`src/rtl/bcd_display_scan_pkg.sv`:
```
// Shared constants for the four-digit multiplexed seven-segment scanner.
// Segment patterns are active-low, bit 0 = a ... bit 6 = g.
package bcd_display_scan_pkg;

  localparam int NUM_DIGITS = 4;

  typedef logic [$clog2(NUM_DIGITS)-1:0] digit_idx_t;
  typedef logic [NUM_DIGITS-1:0][3:0]    bcd_word_t;

  localparam logic [6:0] SEG_0     = 7'b1000000;
  localparam logic [6:0] SEG_1     = 7'b1111001;
  localparam logic [6:0] SEG_2     = 7'b0100100;
  localparam logic [6:0] SEG_3     = 7'b0110000;
  localparam logic [6:0] SEG_4     = 7'b0011001;
  localparam logic [6:0] SEG_5     = 7'b0010010;
  localparam logic [6:0] SEG_6     = 7'b0000010;
  localparam logic [6:0] SEG_7     = 7'b1111000;
  localparam logic [6:0] SEG_8     = 7'b0000000;
  localparam logic [6:0] SEG_9     = 7'b0010000;
  localparam logic [6:0] SEG_DASH  = 7'b0111111;
  localparam logic [6:0] SEG_BLANK = 7'b1111111;

  localparam logic [NUM_DIGITS-1:0] AN_OFF = '1;

endpackage

```
`src/rtl/bcd_display_scan_seg7.sv`:
```
// BCD to active-low seven-segment decode; non-decimal codes show a dash.
// Latency: combinational.
// Backpressure: none.
module bcd_to_seg7
  import bcd_display_scan_pkg::*;
(
  input  logic [3:0] bcd,
  output logic [6:0] seg
);

  always_comb begin
    seg = SEG_DASH;
    case (bcd)
      4'd0:    seg = SEG_0;
      4'd1:    seg = SEG_1;
      4'd2:    seg = SEG_2;
      4'd3:    seg = SEG_3;
      4'd4:    seg = SEG_4;
      4'd5:    seg = SEG_5;
      4'd6:    seg = SEG_6;
      4'd7:    seg = SEG_7;
      4'd8:    seg = SEG_8;
      4'd9:    seg = SEG_9;
      default: seg = SEG_DASH;
    endcase
  end

endmodule

```
`src/rtl/bcd_display_scan.sv`:
```
// Four-digit multiplexed BCD display scanner with dead time and leading-zero blanking.
// Latency: an/seg are registered one clock after the scan state they show; loads appear at the next frame.
// Backpressure: none; load is a strobe and the last load before a frame wrap wins.
module bcd_display_scan
  import bcd_display_scan_pkg::*;
#(
  parameter int PRESCALE = 50000,
  parameter int DEAD     = 500
) (
  input  logic        clock,
  input  logic        clear,
  input  logic        load,
  input  logic [15:0] digits_in,
  input  logic        blank_lz,
  output logic [3:0]  an,
  output logic [6:0]  seg,
  output logic        frame_tick
);

  localparam int            CW       = $clog2(PRESCALE);
  localparam logic [CW-1:0] CNT_LAST = CW'(PRESCALE - 1);
  localparam logic [CW-1:0] CNT_DEAD = CW'(DEAD);

  logic [CW-1:0] cnt;
  digit_idx_t    idx;
  logic          slot_end;
  logic          wrap;

  bcd_word_t     pend;
  bcd_word_t     disp;
  logic          pend_valid;
  logic          disp_valid;

  logic [3:0]    cur_digit;
  logic [6:0]    dec_seg;
  logic          blank_digit;
  logic          in_dead;
  logic [3:0]    an_nxt;
  logic [6:0]    seg_nxt;

  assign slot_end = (cnt == CNT_LAST);
  assign wrap     = slot_end && (idx == digit_idx_t'(NUM_DIGITS - 1));
  assign in_dead  = (cnt < CNT_DEAD);

  always_ff @(posedge clock or posedge clear) begin
    if (clear) begin
      cnt        <= '0;
      idx        <= '0;
      frame_tick <= 1'b0;
    end else begin
      cnt        <= slot_end ? '0 : cnt + 1'b1;
      frame_tick <= wrap;
      if (slot_end) begin
        idx <= idx + 1'b1;
      end
    end
  end

  // Display contents only change on a frame wrap so a frame never mixes old and new digits.
  always_ff @(posedge clock or posedge clear) begin
    if (clear) begin
      pend       <= '0;
      disp       <= '0;
      pend_valid <= 1'b0;
      disp_valid <= 1'b0;
    end else if (wrap && load) begin
      disp       <= digits_in;
      disp_valid <= 1'b1;
      pend_valid <= 1'b0;
    end else if (wrap && pend_valid) begin
      disp       <= pend;
      disp_valid <= 1'b1;
      pend_valid <= 1'b0;
    end else if (load) begin
      pend       <= digits_in;
      pend_valid <= 1'b1;
    end
  end

  assign cur_digit = disp[idx];

  bcd_to_seg7 u_dec (
    .bcd (cur_digit),
    .seg (dec_seg)
  );

  // A digit is a leading zero only if it and every more significant digit are zero.
  always_comb begin
    blank_digit = 1'b0;
    case (idx)
      2'd1:    blank_digit = (disp[3:1] == '0);
      2'd2:    blank_digit = (disp[3:2] == '0);
      2'd3:    blank_digit = (disp[3] == 4'd0);
      default: blank_digit = 1'b0;
    endcase
    blank_digit = blank_digit && blank_lz;
  end

  always_comb begin
    an_nxt  = AN_OFF;
    seg_nxt = SEG_BLANK;
    if (disp_valid) begin
      if (!in_dead) begin
        an_nxt = ~(4'b0001 << idx);
      end
      if (!blank_digit) begin
        seg_nxt = dec_seg;
      end
    end
  end

  always_ff @(posedge clock or posedge clear) begin
    if (clear) begin
      an  <= AN_OFF;
      seg <= SEG_BLANK;
    end else begin
      an  <= an_nxt;
      seg <= seg_nxt;
    end
  end

endmodule

```
`config.mk`:
```
export PLATFORM = sky130hd
export DESIGN_NAME = bcd_display_scan
export DESIGN_NICKNAME = d
export VERILOG_FILES = /design/src/rtl/bcd_display_scan_pkg.sv /design/src/rtl/bcd_display_scan_seg7.sv /design/src/rtl/bcd_display_scan.sv
export SDC_FILE = /design/constraint.sdc
export NUM_CORES = 1
export LEC_CHECK = 0
export BUFFER_PORTS_ARGS = -buffer_cell sky130_fd_sc_hd__buf_4
export CORE_MARGIN = 2
export CORE_UTILIZATION = 29
export DETAILED_ROUTE_END_ITERATION = 10
export GPL_TIMING_DRIVEN = 0
export PLACE_DENSITY = 0.54
export SLEW_MARGIN = 25
export SYNTH_ARGS = -nofsm -noshare
export SYNTH_HDL_FRONTEND = slang
export SYNTH_SLANG_ARGS = --single-unit
```
`constraint.sdc`:
```
create_clock -name clock -period 3.4 [get_ports clock]
set_clock_uncertainty 0.05 [all_clocks]
set_input_delay 0.34 -clock clock [delete_from_list [all_inputs] [get_ports clock]]
set_output_delay 0.34 -clock clock [all_outputs]
set_load 0.1 [all_outputs]
```
==> parameters.txt, run 1 <==
Parameter                              Value

Timing
  Slew margin rel. ... 64.95%
  Post-Route Hold Slack ... 0.1848 ns
  Endpoints failing setup ... 0
  Fin crit period ... 2.275 ns
  Actual slew at the worst max-slew pin ... around 0.52 ns
  Period utilisation layout ... 66.92%
  Post-Route Setup TNS ... 0 ns
  Hold Violations, Final ... 0
  Fmax ... between 0.4 and 0.5 GHz
  Setup ws final ... 1.125 ns
  Fin. max-slew vios ... 0
  Unrepaired setup endpoints after global routing ... no

Critical path
  Kind of critical path ... register to register
  Nature of the critical path endpoint ... register
  Data arrival time of the worst path ... 2.45 ns
  Reg-to-reg critical path endpoint ... pend[6]
  Minimum setup slack among reg-to-reg paths ... 1.12 ns
  Peak fanout along the critical path ... 10
  Worst-case reg-to-reg path depth ... 6
  Critical Path Source Type ... register
  Startpoint of the worst-slack reg-to-reg timing path ... idx[1]
  CP required ... 3.57 ns

Yosys
  Main area contributors after synthesis ... dfrtp_1 43%, dfstp_2 9.5%, mux2_2 6.6%
  Share of flip-flops with an asynchronous set or reset after synthesis ... 100.0%
  Post-synthesis sequential area ratio ... 52.84%
  Number of enable flip-flop cells after synthesis ... 0
  Post-Synthesis Net Count ... 283
  Top FF cell, synth ... dfrtp_1
  Largest area contributor in the synthesized netlist ... dfrtp_1
  Synthesis-stage register bit count ... 64
  Gate Count Post-Synth ... about 250
  Cell area after technology mapping ... a little over 3000 sq um
  Yosys top cell area share ... 43.39%
  Count of synthesis-stage warnings from yosys ... 0
  Syn avg cell area ... 12.13 sq um
  Number of distinct standard cells referenced by the synthesized netlist ... 47

Clocking
  Deepest clock path buffer count ... 2
  Clk_lat worst skew ... roughly 0.34 ns
  CTS tree ... done
  Clock root buffer master ... clkbuf_8
  Number of buffers created by CTS ... 9
  CTS H-tree depth ... 3
  Post-CTS sizing ... 0
  Clock slew at reported path FFs ... 0.07 ns
  Clk sinks ... 64
  Number of buffers inserted to repair setup after CTS ... 0

Place
  RD Place Congestion ... 0.7820
  Worst Setup Slack post-DPL ... 1.105 ns
  Post-DP HPWL ... 4.449 mm
  Count of port buffers added during placement ... 31

Die
  X dimension of the die ... about 110 um
  Site row count ... 37
  Chip Height ... 106.7 um
  Starting density of the core ... between 20% and 30%
  Area inside the core boundary ... 10280 sq um
  IO Count ... 32
  Die footprint ... 11380 sq um

Global routing
  Aggregate global-route resource usage ... 11.90%
  Pin count of the biggest net entering global routing ... 49
  Initial antenna violation count ... 0
  GRT Residual Overflow ... 0
  Number of global-route vias before repair ... 2054
  First-pass GRT wire length ... between 10 and 15 mm

Route
  Routed via count ... 2067
  Drt first pass iters ... 4
  Residual antenna-violating net count after detailed routing ... 0
  Remaining design rule violation count ... 0
  Detail-routed net length per standard cell ... between 10 and 15 um
  Iteration-0 DRC count of the detailed router ... 82
  Routed wire length ... 6.127 mm
  Post-detailed-route via-to-cell ratio ... 4.741

Power and ir drop
  Worst supply voltage drop on vdd ... approximately 150 uV
  Pwr dens ... 471.0 nW/um^2
  Leakage power summed over all cells ... 1.645 nW

Finish
  Antenna diodes ... 0
  Synthesis-to-finish area growth ... 21.69%
  Layout cells sized above 1 ... 30.33%
  Fill cell count ... 1034
  Area taken by flip-flops and latches ... 1615 sq um
  Total number of nets in the final design ... 327
  Combined area of the multi-input logic cells ... 1343 sq um

Hold path
  Worst Hold Endpoint ... pend[3]
  Instance count along the most critical hold path ... 2
  Hold Crit Start ... digits_in[3]
  Hold/Removal Path Class ... input port to register

Job
  Max-cap violation count ... 0

Status
  Result of the run ... completed
## per-stage QoR
| step | cells | total power [W] | instance area, sq um | util, % |
|---|---|---|---|---|
| finish | 436 | 0.001752 | 3720 | 36.19 |
| global route | 436 | 0.001827 | 3720 | 36.19 |
| CTS | 436 | 0.001773 | 3720 | 36.19 |
| detailed placement | 420 | 0.001037 | 3490 | 33.95 |
| global placement | 419 | 0.001030 | 3460 | 33.66 |
| floorplan | 252 | 0.0009756 | 3057 | - |
## where the power goes
| part | total, W | internal, W | switching (W) | leakage, nW |
|---|---|---|---|---|
| Sequential | 0.000823 | 0.000804 | 0.0000190 | 0.777 |
| Clock | 0.000730 | 0.000448 | 0.000282 | 0.112 |
| Combinational | 0.000200 | 0.0000771 | 0.000122 | 0.756 |
| Total | 0.00175 | 0.00133 | 0.000423 | 1.65 |
## worst max path at each step
| stage | end | slack [ns] | startpoint |
|---|---|---|---|
| 6_report | pend[6] | 1.12 | idx[1] |
| 5_1_grt | pend[6] | 0.99 | idx[1] |
| 4_1_cts | pend[6] | 1.08 | idx[1] |
| 3_5_place_dp | pend[6] | 1.11 | idx[1] |
| 3_3_place_gp | cnt[13] | 0.58 | clear |
| 2_1_floorplan | cnt[0] | 1.43 | clear |
## state kept, by name, summed over array words and instances (netlist names)
signal,flops
cnt,16
disp,16
pend,16
seg,7
an,4
idx,2
disp_valid,1
frame_tick,1
pend_valid,1
## synthesized netlist by cell type, drive strengths merged (2+ instances only)
cell type and instances:
nand3 6, xor2 5, nand2b 3, nor4 5
o2bb2ai 16, and3b 6, nor2 13, dfstp 11
dfrtp 53, a211oi 2, o21ai 4, nor3 4
nand2 15, and3 3, nor2b 3, mux4 4
buf 5, a32oi 3, clkbuf 3, mux2 18
a21o 2, nand4 3, ha 11, or2 2
inv 13, or3 3, a21oi 10, a22oi 10
xnor2 7
## critical path, stage by stage (launching register included)
cell and delay, ns:
dfrtp_1 0.52, ha_1 0.30, and4_1 0.26, nand4_4 0.20, nand2_2 0.25, buf_4 0.22
mux2_2 0.34
## cells by family (layout without fill, tap and decap cells)
kind of cell	Yosys count	count (layout)	synth area share (%)
AOI/OAI and AO/OA	51	51	12.48
xor gates and xnor gates	12	12	3.438
DFF	64	64	52.84
muxes	22	22	9.578
adders and majority gates	11	11	4.503
buffers and inverters	21	69	3.234
and+or+nand+nor	71	71	13.92
## per-layer routing
metal / global-route usage, % / vias up / share of wire, %
met2: 17.15 / 30 / 43
li1: - / 1017 / -
met1: 16.57 / 1007 / 52
met5: 0 / - / 0
met4: 6.865 / 0 / 2.5
met3: 2.371 / 13 / 3.0
## what timing repair did
| action | CTS | global route |
|---|---|---|
| hold endpoints to repair | 16 | 0 |
| hold buffers | 1 | 0 |
| endpoints found under the setup margin | 0 | 0 |
## cell usage in the layout (no fill, tap or decap), types with 4 or more instances in the layout
master / netlist / final
nand3_1: 6 / 6
buf_4: 1 / 32
dfstp_2: 11 / 11
and3b_1: 6 / 6
xor2_1: 5 / 5
ha_1: 11 / 11
nor2_1: 12 / 12
a21oi_1: 10 / 10
mux2_2: 18 / 18
a22oi_1: 10 / 10
nor3_1: 4 / 4
nand2_1: 14 / 14
dfrtp_1: 53 / 53
inv_1: 13 / 12
clkbuf_8: 0 / 11
o21ai_0: 4 / 4
nor4_1: 4 / 4
o2bb2ai_1: 16 / 16
mux4_2: 4 / 4
xnor2_1: 7 / 7
## layout make-up
cell class	instances	share of cell area, %
flip-flops and latches	64	43.42
multi-input cells	167	36.09
repair buffers	33	7.265
well taps	136	4.574
clock buffers	12	4.171
clock inverters	3	1.749
inverters	13	1.379
plain buffers	8	1.345
No activity file was read; power rests on OpenSTA's default activity.
==> run 2, diff against run 1 <==
Settings changed: ABC_AREA from default to 1.
Clock period 3.4 ns to 2.2 ns, I/O delays scaled along.
==> parameters.txt, run 2 <==
Parameter                              Value

Status
  Result of the run ... completed

Finish
  Most common cell after layout, fill and taps aside ... nand2_1
  Antenna diodes ... 0
  Total number of nets in the final design ... around 520
  Commonest cells after routing, fill and taps aside ... 146 x nand2_1, 53 x dfrtp_1, 50 x nor2_1, 49 x nand3_1, 48 x inv_1
  Non-filler instance count after layout ... 640
  Layout cells sized above 1 ... 20.28%
  Synthesis-to-finish area growth ... 22.25%
  Core occupancy in the finished layout ... roughly 36%
  Largest registers ... cnt (16), disp (16), pend (16)

Timing
  Unrepaired setup endpoints after global routing ... no
  Period utilisation layout ... 80.24%
  Fin crit period ... 1.765 ns
  Fin. max-slew vios ... 0
  Slew margin rel. ... between 60 and 70%
  Actual slew at the worst max-slew pin ... 0.4985 ns
  Endpoints failing setup ... 0
  Fmax ... 0.5665 GHz
  Setup ws final ... 0.4347 ns
  Post-Route Setup TNS ... 0 ns
  Hold Violations, Final ... 0

Critical path
  Reg-to-reg critical path endpoint ... seg[5]
  End point of the critical path ... seg[5]
  Kind of critical path ... register to register
  Startpoint of the worst-slack reg-to-reg timing path ... idx[1]
  Nature of the critical path endpoint ... register
  Peak fanout along the critical path ... 8
  CP required ... 2.40 ns
  Data arrival time of the worst path ... roughly 2.0 ns
  Critical Path Source Type ... register
  Worst-case reg-to-reg path depth ... 8
  Crit path from ... idx[1]
  Minimum setup slack among reg-to-reg paths ... 0.43 ns

Route
  Iteration-0 DRC count of the detailed router ... 126
  Routed wire length ... 7.463 mm
  Remaining design rule violation count ... 0
  Routed via count ... 2790
  Drt first pass iters ... 4
  Detail-routed net length per standard cell ... 11.66 um
  Post-detailed-route via-to-cell ratio ... about 4.4
  Residual antenna-violating net count after detailed routing ... 0

Die
  IO Count ... 32
  Starting density of the core ... 29.40%
  Die footprint ... approximately 13000 sq um
  X dimension of the die ... 113.7 um
  Area inside the core boundary ... 11860 sq um
  Site row count ... 40
  Chip Height ... 113.7 um

Yosys
  Post-synthesis mux area share ... 0%
  Syn avg cell area ... between 7 and 8 sq um
  Synth Area in Compound Gates ... ~1.8%
  Top FF cell, synth ... dfrtp_1
  Cell with the most instances after synthesis ... nand2_1
  Count of synthesis-stage warnings from yosys ... 0
  Synth cell count leaders ... 146 x nand2_1, 53 x dfrtp_1, 50 x nor2_1
  Synthesis-stage register bit count ... 64
  Main area contributors after synthesis ... dfrtp_1 38%, nand2_1 16%, dfstp_2 8.3%
  Adder-cell area share of the yosys netlist ... 3.947%
  Combinational family with the most area after synthesis ... simple AND/OR/NAND/NOR gates
  Number of distinct standard cells referenced by the synthesized netlist ... 39
  Post-synthesis sequential area ratio ... a little under half
  Cell area after technology mapping ... 3487 sq um
  Simple-Gate Fraction of Synth Area ... 38.07%
  Post-Synthesis Net Count ... 476
  Share of flip-flops with an asynchronous set or reset after synthesis ... 100.0%
  Share of the synthesized netlist area taken by xor and xnor gates ... 1.758%
  Largest area contributor in the synthesized netlist ... dfrtp_1
  Yosys top cell area share ... between 30% and 40%
  Gate Count Post-Synth ... 445
  Number of enable flip-flop cells after synthesis ... 0

Place
  RD Place Congestion ... 0.7770
  Post-DP HPWL ... 5.549 mm
  Number of cells after detailed placement ... 623
  Count of port buffers added during placement ... 30
  Worst Setup Slack post-DPL ... ~0.43 ns

Clocking
  Deepest clock path buffer count ... 2
  Clock slew at reported path FFs ... 0.05 ns
  Clock root buffer master ... clkbuf_16
  CTS tree ... done
  Clk sinks ... 64
  CTS H-tree depth ... 3
  Clk_lat worst skew ... 0.33 ns
  Number of buffers created by CTS ... 9
  Post-CTS sizing ... 0

Power and ir drop
  Pwr dens ... ~690 nW/um^2
  Worst supply voltage drop on vdd ... between 200 and 300 uV
  Leakage power summed over all cells ... 2.343 nW

Global routing
  Aggregate global-route resource usage ... 12.78%
  First-pass GRT wire length ... ~13 mm
  Number of global-route vias before repair ... 2688
  Initial antenna violation count ... 0
  Pin count of the biggest net entering global routing ... 40
  GRT Residual Overflow ... 0

Job
  Max-cap violation count ... 0

Hold path
  Hold/Removal Path Class ... input port to register
run 2: cells by family after synthesis:
kind of cell / count (synthesis)
AO/OA/AOI/OAI: 11
XOR/XNOR: 7
adder cells (fa/ha/maj): 11
buffers and inverters: 64
flip-flops: 64
AND/OR/NAND/NOR: 288
run 2: power by group:
group	total, W	switching [W]	leakage, nW	internal [W]
combinational	0.000144	0.0000835	1.38	0.0000603
clock	0.00158	0.000498	0.163	0.00108
sequential	0.00122	0.0000150	0.800	0.00121
total	0.00295	0.000596	2.34	0.00235
run 2: repair_timing:
item | 4_1_cts | 5_1_grt
hold buffers | 1 | 0
endpoints found under the hold margin | 14 | 0
setup buffers | 0 | 0
endpoints found under the setup margin | 0 | 0
run 2: worst min path at each step:
stage / end / cells past startpoint / slack (ns) / start
after floorplan: pend[0] / 2 / 0.31 / digits_in[0]
after global placement: cnt[0] / 1 / 0.40 / cnt[0]
after detailed placement: frame_tick / 2 / 0.17 / clear
after CTS: pend[0] / 3 / 0.06 / digits_in[0]
after global routing: pend[4] / 3 / 0.08 / digits_in[4]
final: pend[0] / 3 / 0.08 / digits_in[0]
run 2: area by class of cell:
cell class                      count  area [sq um]
Sequential cell                    64          1615
Fill cell                        1231          7599
Inverter                           54         209.0
Buffer                             10         77.57
Clock inverter                      2         60.06
Tap cell                          147         183.9
Multi-Input combinational cell    317          1588
Clock buffer                       14         274.0
Timing Repair Buffer               32         255.2
run 2: metrics by stage:
step	total power, W	hold WS [ns]	cell area [sq um]
after floorplan	0.001327	0.3145	3487
after global placement	0.001378	0.4030	3896
after detailed placement	0.001386	0.1666	3919
after CTS	0.003009	0.06447	4263
after global routing	0.003074	0.07859	4263
final	0.002947	0.07912	4263
run 2: critical path, cell delays in order, from the launching register on:
cell      delay (ns)
dfrtp_1         0.45
inv_1           0.24
nand3_1         0.11
nand2_1         0.18
inv_1           0.11
ha_1            0.19
nand3b_1        0.17
nand3_1         0.10
nand3_1         0.08
run 2: metal layers:
layer	vias up	GRT usage [%]	part of all wire, %
li1	1468	-	-
met1	1254	17.91	51
met2	56	18.52	42
met3	12	3.188	5.3
met4	0	6.016	2.1
met5	-	0	0
==> run 3, diff against run 2 <==
Settings changed: PLACE_DENSITY 0.54 to 0.55.
Clock period 2.2 ns to 1.6 ns, I/O delays scaled along.
==> parameters.txt, run 3 (synthesized netlist as in run 2, its figures left out) <==
Parameter                              Value

Global routing
  First-pass GRT wire length ... 13.54 mm
  Number of global-route vias before repair ... 2828
  Initial antenna violation count ... 0
  GRT Residual Overflow ... 0
  Aggregate global-route resource usage ... 13.29%
  Pin count of the biggest net entering global routing ... 27

Place
  Count of port buffers added during placement ... 30
  RD Place Congestion ... 0.7792
  Placed cell area ... approximately 4000 sq um
  Post-DP HPWL ... roughly 5.6 mm
  Number of cells after detailed placement ... 624

Critical path
  Data arrival time of the worst path ... 1.84 ns
  CP required ... 1.80 ns
  Peak fanout along the critical path ... 5
  CP peak stage delay ... 0.40 ns
  Cell chain of the critical path ... buf_6, buf_4, nand2_2, nand3_2, nand2_4, inv_2, ha_1, nand3b_1, nand3_2, nand3_2
  Startpoint of the worst-slack reg-to-reg timing path ... idx[0]
  Critical Path Source Type ... register
  Reg-to-reg critical path endpoint ... seg[5]
  Worst-case reg-to-reg path depth ... 10
  Cell family contributing the most delay on the critical path ... simple AND/OR/NAND/NOR gates
  Minimum setup slack among reg-to-reg paths ... -0.04 ns
  Standard cell with the maximum stage delay on the critical path ... dfrtp_1
  CP Buf/Inv Count ... 3
  Cell mode on critical path ... nand3_2
  Kind of critical path ... register to register
  Nature of the critical path endpoint ... register

Finish
  Commonest cells after routing, fill and taps aside ... 123 x nand2_1, 53 x buf_4, 52 x dfrtp_1, 45 x inv_1, 42 x nor2_1
  Antenna diodes ... 0
  Largest registers ... cnt (16), disp (16), pend (16)
  Final Cell Area ... 4974 sq um
  Core occupancy in the finished layout ... 41.93%
  Most common cell after layout, fill and taps aside ... nand2_1
  Total number of nets in the final design ... 555
  Layout cells sized above 1 ... 36.48%
  Non-filler instance count after layout ... just under 700
  Fill cell count ... roughly 1100
  Synthesis-to-finish area growth ... 42.63%

Route
  Iteration-0 DRC count of the detailed router ... 133
  Routed wire length ... 8.464 mm
  Residual antenna-violating net count after detailed routing ... 0
  Routed via count ... 2987
  Detail-routed net length per standard cell ... 12.52 um
  Drt first pass iters ... 4
  Post-detailed-route via-to-cell ratio ... between 4 and 5
  Remaining design rule violation count ... 0

Timing
  Post-Route Setup TNS ... -0.1426 ns
  Actual slew at the worst max-slew pin ... 0.5393 ns
  Unrepaired setup endpoints after global routing ... yes
  Period utilisation layout ... 102.4%
  Hold Violations, Final ... 0
  Setup ws final ... -0.03899 ns
  Fmax ... 0.6101 GHz
  Post-Route Hold Slack ... between 0.02 and 0.025 ns
  Fin crit period ... 1.639 ns
  Endpoints failing setup ... 7
  Slew margin rel. ... approximately 64%
  Fin. max-slew vios ... 0

Hold path
  Hold Crit Start ... digits_in[14]
  Worst Hold Endpoint ... pend[14]
  Instance count along the most critical hold path ... 3
  Hold/Removal Path Class ... input port to register

Status
  Failing checks ... negative setup slack
  Result of the run ... complete, but fails checks

Power and ir drop
  Pwr dens ... just over 800 nW/um^2
  Worst supply voltage drop on vdd ... roughly 350 uV
  Leakage power summed over all cells ... 2.691 nW

Clocking
  Clk_lat worst skew ... 0.33 ns
  CTS H-tree depth ... 3
  Clk sinks ... 64
  Clock slew at reported path FFs ... 0.05 ns
  Deepest clock path buffer count ... 2
  Number of buffers created by CTS ... 9
  CTS tree ... done
  Clock root buffer master ... clkbuf_16

Die
  Chip Height ... 113.7 um
  Area inside the core boundary ... 11860 sq um
  Site row count ... 40
  Die footprint ... between 10000 and 15000 sq um
  X dimension of the die ... 113.7 um
  IO Count ... 32
  Starting density of the core ... 29.40%

Job
  Max-cap violation count ... 0
==> run 3: cell types whose count changed in the layout (fill, tap and decap cells not counted), sizes merged <==
cell | previous run | this run
buf | 40 | 74
clkbuf | 15 | 16
clkinvlp | 0 | 1
==> run 3: area by class of cell <==
type / count / area (sq um) / area share, %
clock buffer: 13 / 260.3 / 5.233
clock inverter: 3 / 65.06 / 1.308
sequential: 64 / 1617 / 32.50
tap: 147 / 183.9 / 3.698
buffer: 10 / 103.9 / 2.088
inverter: 54 / 224.0 / 4.503
multi-input combinational: 317 / 1904 / 38.29
timing repair buffer: 68 / 615.6 / 12.38
==> run 3: how the worst max path moves through the flow <==
stage                     startpoint      end  slack (ns)  cells past startpoint
final                         idx[0]   seg[5]       -0.04                     10
after floorplan               idx[0]   seg[3]        0.05                      9
after CTS                    cnt[11]  disp[5]      0.0005                      8
after detailed placement      cnt[0]  pend[9]       -0.17                      7
after global routing          idx[0]   seg[5]       -0.12                      8
after global placement        idx[1]   seg[5]       -0.15                      8
==> run 3: power breakdown <==
part / total [W] / internal, W / switching [W] / leakage (nW)
clock network: 0.00215 / 0.00145 / 0.000704 / 0.160
registers: 0.00168 / 0.00166 / 0.0000231 / 0.799
logic: 0.000243 / 0.000106 / 0.000137 / 1.73
==> run 3: what timing repair did <==
action / CTS / global route
endpoints found under the hold margin: 14 / 0
gates cloned: 1 / 3
buffers inserted: 11 / 20
gates resized for setup: 19 / 91
hold buffers: 1 / 0
pin swaps: 7 / 39
endpoints found under the setup margin: 42 / 42
==> run 3: through the flow <==
stage | total power, W | setup WS [ns]
2_1_floorplan | 0.001826 | 0.05206
3_3_place_gp | 0.001896 | -0.1470
3_5_place_dp | 0.001914 | -0.1693
4_1_cts | 0.004093 | 0.0005338
5_1_grt | 0.004251 | -0.1207
6_report | 0.004074 | -0.03899
==> run 3: tightest hold or removal path, stage by stage <==
cell,delay [ns]
buf_4,0.09
nand3_2,0.06
nand2_1,0.05
==> run 3: per-layer routing <==
metal,vias to the layer above,track usage (%),wire (um)
li1,1536,-,-
met1,1384,18.47,4025
met2,59,19.72,3983
met3,8,3.241,344
met4,0,5.854,110
met5,-,0,0
